`src/rtl/bnn_pkg.sv`:
```
// rtl/bnn_pkg.sv - shared widths, types and threshold entry for the BNN partial-sum binarizer
package bnn_pkg;
    localparam int PSUM_W     = 7;
    localparam int ACC_W      = 12;
    localparam int PACK_W     = 7;
    localparam int THR_DEPTH  = 16;
    localparam int FIFO_DEPTH = 4;
    localparam int THR_AW     = $clog2(THR_DEPTH);
    localparam int PCNT_W     = $clog2(PACK_W);

    typedef logic signed [PSUM_W-1:0] psum_t;
    typedef logic signed [ACC_W-1:0]  acc_t;
    typedef logic [PACK_W-1:0]        act_word_t;

    typedef struct packed {
        acc_t thr;
        logic flip;
    } thr_entry_t;

    localparam acc_t ACC_MAX = {1'b0, {(ACC_W-1){1'b1}}};
    localparam acc_t ACC_MIN = {1'b1, {(ACC_W-1){1'b0}}};
endpackage

```
`src/rtl/bnn_sync_fifo.sv`:
```
// rtl/bnn_sync_fifo.sv - small synchronous valid/ready FIFO with full flag, pop-first when full
module bnn_sync_fifo #(
    parameter int W     = 7,
    parameter int DEPTH = 4
) (
    input  logic         clk,
    input  logic         rst,
    input  logic         i_valid,
    input  logic [W-1:0] i_data,
    output logic         o_full,
    output logic         o_valid,
    input  logic         i_ready,
    output logic [W-1:0] o_data
);
    localparam int AW = $clog2(DEPTH);

    logic [W-1:0] r_mem [DEPTH];
    logic [AW-1:0] r_wr_ptr;
    logic [AW-1:0] r_rd_ptr;
    logic [AW:0]   r_count;
    logic          w_push;
    logic          w_pop;

    assign o_full  = (r_count == (AW+1)'(DEPTH));
    assign o_valid = (r_count != '0);
    assign o_data  = r_mem[r_rd_ptr];
    assign w_pop   = o_valid & i_ready;
    assign w_push  = i_valid & (~o_full | w_pop);

    always_ff @(posedge clk) begin
        if (rst) begin
            r_wr_ptr <= '0;
            r_rd_ptr <= '0;
            r_count  <= '0;
            for (int i = 0; i < DEPTH; i++) r_mem[i] <= '0;
        end else begin
            if (w_push) begin
                r_mem[r_wr_ptr] <= i_data;
                r_wr_ptr        <= r_wr_ptr + 1'b1;
            end
            if (w_pop) r_rd_ptr <= r_rd_ptr + 1'b1;
            case ({w_push, w_pop})
                2'b10:   r_count <= r_count + 1'b1;
                2'b01:   r_count <= r_count - 1'b1;
                default: r_count <= r_count;
            endcase
        end
    end
endmodule

```
`src/rtl/bnn_psum_binarizer.sv`:
```
// rtl/bnn_psum_binarizer.sv - accumulate partial sums, threshold to 1-bit, pack to words, queue out
// Optional BNN_ACC_SAT_EN: saturating accumulator with sticky sat_flag (default wraps, sat_flag=0).
module bnn_psum_binarizer
    import bnn_pkg::*;
(
    input  logic              clk,
    input  logic              rst,
    input  logic              in_valid,
    output logic              in_ready,
    input  psum_t             in_psum,
    input  logic              in_last,
    input  logic [THR_AW-1:0] in_och,
    input  logic              thr_wr_en,
    input  logic [THR_AW-1:0] thr_wr_addr,
    input  acc_t              thr_wr_data,
    input  logic              thr_wr_flip,
    output logic              out_valid,
    input  logic              out_ready,
    output act_word_t         out_bits,
    output logic              sat_flag
);
    thr_entry_t         r_thr [THR_DEPTH];
    acc_t               r_acc;
    logic [PCNT_W-1:0]  r_pack_cnt;
    act_word_t          r_pack_reg;

    logic       w_beat;
    logic       w_full;
    acc_t       w_acc_next;
    logic       w_clamp;
    thr_entry_t w_entry;
    logic       w_bit;
    act_word_t  w_word;
    logic       w_push;

    assign in_ready = ~w_full;
    assign w_beat   = in_valid & in_ready;

`ifdef BNN_ACC_SAT_EN
    logic signed [ACC_W:0] w_sum;
    logic                  r_sat;

    assign w_sum   = {r_acc[ACC_W-1], r_acc} + {{(ACC_W+1-PSUM_W){in_psum[PSUM_W-1]}}, in_psum};
    assign w_clamp = w_sum[ACC_W] ^ w_sum[ACC_W-1];

    always_comb begin
        w_acc_next = w_sum[ACC_W-1:0];
        if (w_clamp) w_acc_next = w_sum[ACC_W] ? ACC_MIN : ACC_MAX;
    end

    always_ff @(posedge clk) begin
        if (rst)                 r_sat <= 1'b0;
        else if (w_beat & w_clamp) r_sat <= 1'b1;
    end
    assign sat_flag = r_sat;
`else
    assign w_acc_next = r_acc + acc_t'(in_psum);
    assign w_clamp    = 1'b0;
    assign sat_flag   = w_clamp;
`endif

    // Table read is combinational, so a same-cycle write is seen only from the next edge on.
    assign w_entry = r_thr[in_och];
    assign w_bit   = ($signed(w_acc_next) >= $signed(w_entry.thr)) ^ w_entry.flip;
    assign w_word  = r_pack_reg | (act_word_t'(w_bit) << r_pack_cnt);
    assign w_push  = w_beat & in_last & (r_pack_cnt == PCNT_W'(PACK_W-1));

    always_ff @(posedge clk) begin
        if (rst) begin
            r_acc      <= '0;
            r_pack_cnt <= '0;
            r_pack_reg <= '0;
            for (int i = 0; i < THR_DEPTH; i++) r_thr[i] <= '0;
        end else begin
            if (thr_wr_en) r_thr[thr_wr_addr] <= '{thr: thr_wr_data, flip: thr_wr_flip};
            if (w_beat) begin
                if (in_last) begin
                    r_acc <= '0;
                    if (w_push) begin
                        r_pack_cnt <= '0;
                        r_pack_reg <= '0;
                    end else begin
                        r_pack_cnt <= r_pack_cnt + 1'b1;
                        r_pack_reg <= w_word;
                    end
                end else begin
                    r_acc <= w_acc_next;
                end
            end
        end
    end

    bnn_sync_fifo #(
        .W     (PACK_W),
        .DEPTH (FIFO_DEPTH)
    ) u_out_fifo (
        .clk     (clk),
        .rst     (rst),
        .i_valid (w_push),
        .i_data  (w_word),
        .o_full  (w_full),
        .o_valid (out_valid),
        .i_ready (out_ready),
        .o_data  (out_bits)
    );
endmodule
```
`config.mk`:
```
export PLATFORM = sky130hd
export DESIGN_NAME = bnn_psum_binarizer
export DESIGN_NICKNAME = d
export VERILOG_FILES = /design/src/rtl/bnn_pkg.sv /design/src/rtl/bnn_sync_fifo.sv /design/src/rtl/bnn_psum_binarizer.sv
export SDC_FILE = /design/constraint.sdc
export NUM_CORES = 1
export LEC_CHECK = 0
export CELL_PAD_IN_SITES_DETAIL_PLACEMENT = 1
export CELL_PAD_IN_SITES_GLOBAL_PLACEMENT = 2
export CORE_UTILIZATION = 30
export DETAILED_ROUTE_END_ITERATION = 16
export MAX_ROUTING_LAYER = met4
export PLACE_DENSITY_LB_ADDON = 0.1
export SETUP_SLACK_MARGIN = 0.02
export SYNTH_ARGS = -nofsm -noshare
export SYNTH_HDL_FRONTEND = slang
export SYNTH_SLANG_ARGS = --single-unit
```
`constraint.sdc`:
```
create_clock -name clk -period 5.3 [get_ports clk]
set_input_delay 0.795 -clock clk [delete_from_list [all_inputs] [get_ports clk]]
set_output_delay 0.795 -clock clk [all_outputs]
set_load 0.01 [all_outputs]
```
==> impl_metrics.toml, run 1 <==
[outcome]
run_status = "finished clean"

[final_layout]
drive_above_1_share = 0.170
antennaDiodeCount = 0
fillerInstances = 4256
num-nets-final = 1004
regMostFlops = "r_thr"
regArea_um2 = 7710
largest_reg_flops = 208
multi_input_area_um2 = 4630
layout_common_cells = "edfxtp_1 (236), and2_1 (212), mux4_2 (71)"
final_common_cell = "edfxtp_1"
reg_top3 = "r_thr: 208 flops, u_out_fifo.r_mem: 28 flops, r_acc: 12 flops"
utilization = 0.359
area_growth_pct = 16.9

[global_routing]
grt_pass1_wl_um = 53200
track_usage = 0.176
grt_pass1_vias = 7959
antenna_found_initial = 0
grt-ovfl-total = 0
grt_max_degree = 53

[power_and_ir_drop]
p_int_mw = 3.97
power_frac_seq = 0.466
p_clk_frac = 0.438
vdd_drop_max_mv = 0.164
power.leakage_nw = 5.22
switchingPower_mw = 1.24
power.density_nw_per_um2 = 352
comb_power_share = 0.097
p_sw_frac = 0.239
power_mw = 5.21

[routing]
ant_nets = 0
vias = 7171
drc = 0
wire_per_inst_um = 23.5
via_per_inst = 4.79
wl_um = 35300
drt_iter0_drc = 332
firstDrtPassIters = 6

[synthesis]
synth-edff-count = 236
syn_area_um2 = 12700
seq_area_frac_synth = 0.609
synthArstFlopShare = 0
synth_cell_types = 48
synthCells = 893
synth.avg_cell_area_um2 = 14.2
ys_ff_latch = 267
syn_nets = 955
synth_ff_type = "edfxtp_1"
synth_warnings = 0

[sta]
hold_viol = 0
min_period_ns = 4.51
hold_ws_ns = 0.503
drv_slew = 0
setup_violations = 0
rsz0062_at_grt = "no"
slew_headroom = 0.486
timing.final.crit_share = 0.851
skew_ns = 0.0133
fin_tns_setup_ns = 0
postLayoutSetupSlackWorst_ns = 0.792
worst_pin_slew_ns = 0.769
fmax_ghz = 0.222

[critical_path]
cp.required_ns = 5.72
path_class = "in -> reg"
arrival_ns = 4.92
worst_setup_path_end_kind = "flip-flop"
start_kind = "input port"
cp_slowest_stage_delay_ns = 0.49
path_cells = "clkdlybuf4s50_1, ha_1, a211oi_1, o21a_1, o31ai_1, o31a_1, xnor2_1, xnor2_1, ha_1, nand4_1, a211oi_1, or3_1, a221o_1, and3_1, a32o_1"
cpMaxStageDelayCell = "a221o_1"
worstPathMaxFanout = 8

[cts]
ctsHoldBuffers = 0
clk_latency_ns = 0.53
clockBufferDepth = 3
cts_setup_buffers = 0
clock-root-buffer = "clkbuf_16"
h-tree-depth = 2
cts_tree = "built"
ctsResizeCount = 0
path_clk_slew_ns = 0.06
cts_buffers = 34
cts_sinks = 267

[placement]
gp_congestion = 0.726
hpwl_um = 22900
io_buffers = 42
place_ws_ns = 0.211

[flow_run]
drv_cap = 0

[min_path]
hp-class = "reg -> reg"

[floorplan]
io_pins = 44
core_um2 = 41200
dieArea_um2 = 43000
die_height_um = 207
die_w_um = 207
fp-row-count = 74
initial_core_util = 0.307
==> synthesized netlist by cell type (3+ instances only) <==
cell type  count  share of area
nor3_1        11         0.0043
a21o_1         5         0.0030
clkbuf_1      47          0.014
a22oi_1        8         0.0047
a22o_1         6         0.0041
nor2_1        70          0.021
mux2i_1        3         0.0024
o21ai_0        5         0.0020
and3_1         3         0.0015
nor2b_1        3         0.0015
nand2_1       16         0.0047
edfxtp_1     236           0.56
dfxtp_1       31          0.049
xnor2_1       10         0.0069
nor3b_1        3         0.0018
a211oi_1       3         0.0018
a31oi_1        4         0.0020
nand4_1        3         0.0015
or3_1          6         0.0030
inv_1         22         0.0065
mux4_2        71           0.13
nand2b_1       8         0.0040
and2_1       212           0.10
ha_1          26          0.026
or2_2         16         0.0079
xor2_1         8         0.0055
o21a_1         5         0.0030
buf_2          4         0.0016
a21oi_1       21         0.0083
==> power groups by stage <==
stage	registers [mW]	clock network, mW	logic, mW
2_1_floorplan	2.45	0	0.318
3_3_place_gp	2.47	0	0.520
3_5_place_dp	2.47	0	0.520
4_1_cts	2.43	2.36	0.522
5_1_grt	2.44	2.42	0.551
6_report	2.43	2.28	0.504
==> final cells by class <==
cell class	instances	area share
tap	532	0.0450
clock inverter	17	0.0106
multi-input combinational	547	0.313
clock buffer	42	0.0616
timing repair buffer	70	0.0435
inverter	22	0.00558
sequential	267	0.521
==> through the flow <==
step | instance area (µm²) | instances
floorplan | 12700 | 893
global placement | 13700 | 1438
detailed placement | 13700 | 1438
CTS | 14800 | 1497
global route | 14800 | 1497
finish | 14800 | 1497
==> routing by layer <==
layer	track usage	wire (µm)	up-vias	share of wire
li1	-	-	3363	-
met1	0.209	15100	3648	0.43
met2	0.305	18200	103	0.52
met3	0.0242	964	57	0.027
met4	0.0594	922	0	0.026
met5	-	0	-	0
==> worst paths after layout <==
kind / startpoint / end / slack, ns / cells after the start
max reg2reg: r_acc[1]$_SDFFE_PP0P_ / r_pack_reg[3]$_SDFFE_PP0P_ / 1.21 / 14
min: r_pack_reg[4]$_SDFFE_PP0P_ / r_pack_reg[4]$_SDFFE_PP0P_ / 0.50 / 1
min reg2reg: r_pack_reg[4]$_SDFFE_PP0P_ / r_pack_reg[4]$_SDFFE_PP0P_ / 0.50 / 1
max: in_psum[1] / r_pack_reg[3]$_SDFFE_PP0P_ / 0.79 / 15
==> worst max-delay path, delay by kind of cell <==
| kind | cells | cell delay, ns |
|---|---|---|
| xor gates and xnor gates | 2 | 0.43 |
| AOI/OAI and AO/OA | 7 | 1.74 |
| and+or+nand+nor | 3 | 0.86 |
| buffers and inverters | 1 | 0.46 |
| adders and majority gates | 2 | 0.63 |
==> cell families after synthesis <==
logic type,count (synthesis),synth area share
buffers and inverters,79,0.0256
adder cells (fa/ha/maj),28,0.0289
multiplexers,74,0.129
AND/OR/NAND/NOR,358,0.159
flip-flops,267,0.609
other,1,0.000296
XOR/XNOR,18,0.0124
AO/OA/AOI/OAI,68,0.0361
Note: power is estimated with default switching activity, not from simulation.
==> run 2, diff against run 1 <==
--- a/config.mk
+++ b/config.mk
@@ -7,6 +7,7 @@
 export LEC_CHECK = 0
 export CELL_PAD_IN_SITES_DETAIL_PLACEMENT = 1
 export CELL_PAD_IN_SITES_GLOBAL_PLACEMENT = 2
+export CORE_MARGIN = 1
 export CORE_UTILIZATION = 30
 export DETAILED_ROUTE_END_ITERATION = 16
 export MAX_ROUTING_LAYER = met4
==> results of run 2 <==
No change in the layout: final DEF, timing and power equal those of run 1.
==> run 3, diff against run 2 <==
--- a/config.mk
+++ b/config.mk
@@ -10,6 +10,7 @@
 export CORE_MARGIN = 1
 export CORE_UTILIZATION = 30
 export DETAILED_ROUTE_END_ITERATION = 16
+export HOLD_SLACK_MARGIN = 0.08
 export MAX_ROUTING_LAYER = met4
 export PLACE_DENSITY_LB_ADDON = 0.1
 export SETUP_SLACK_MARGIN = 0.02
==> results of run 3 <==
No change in the layout: final DEF, timing and power equal those of run 1.
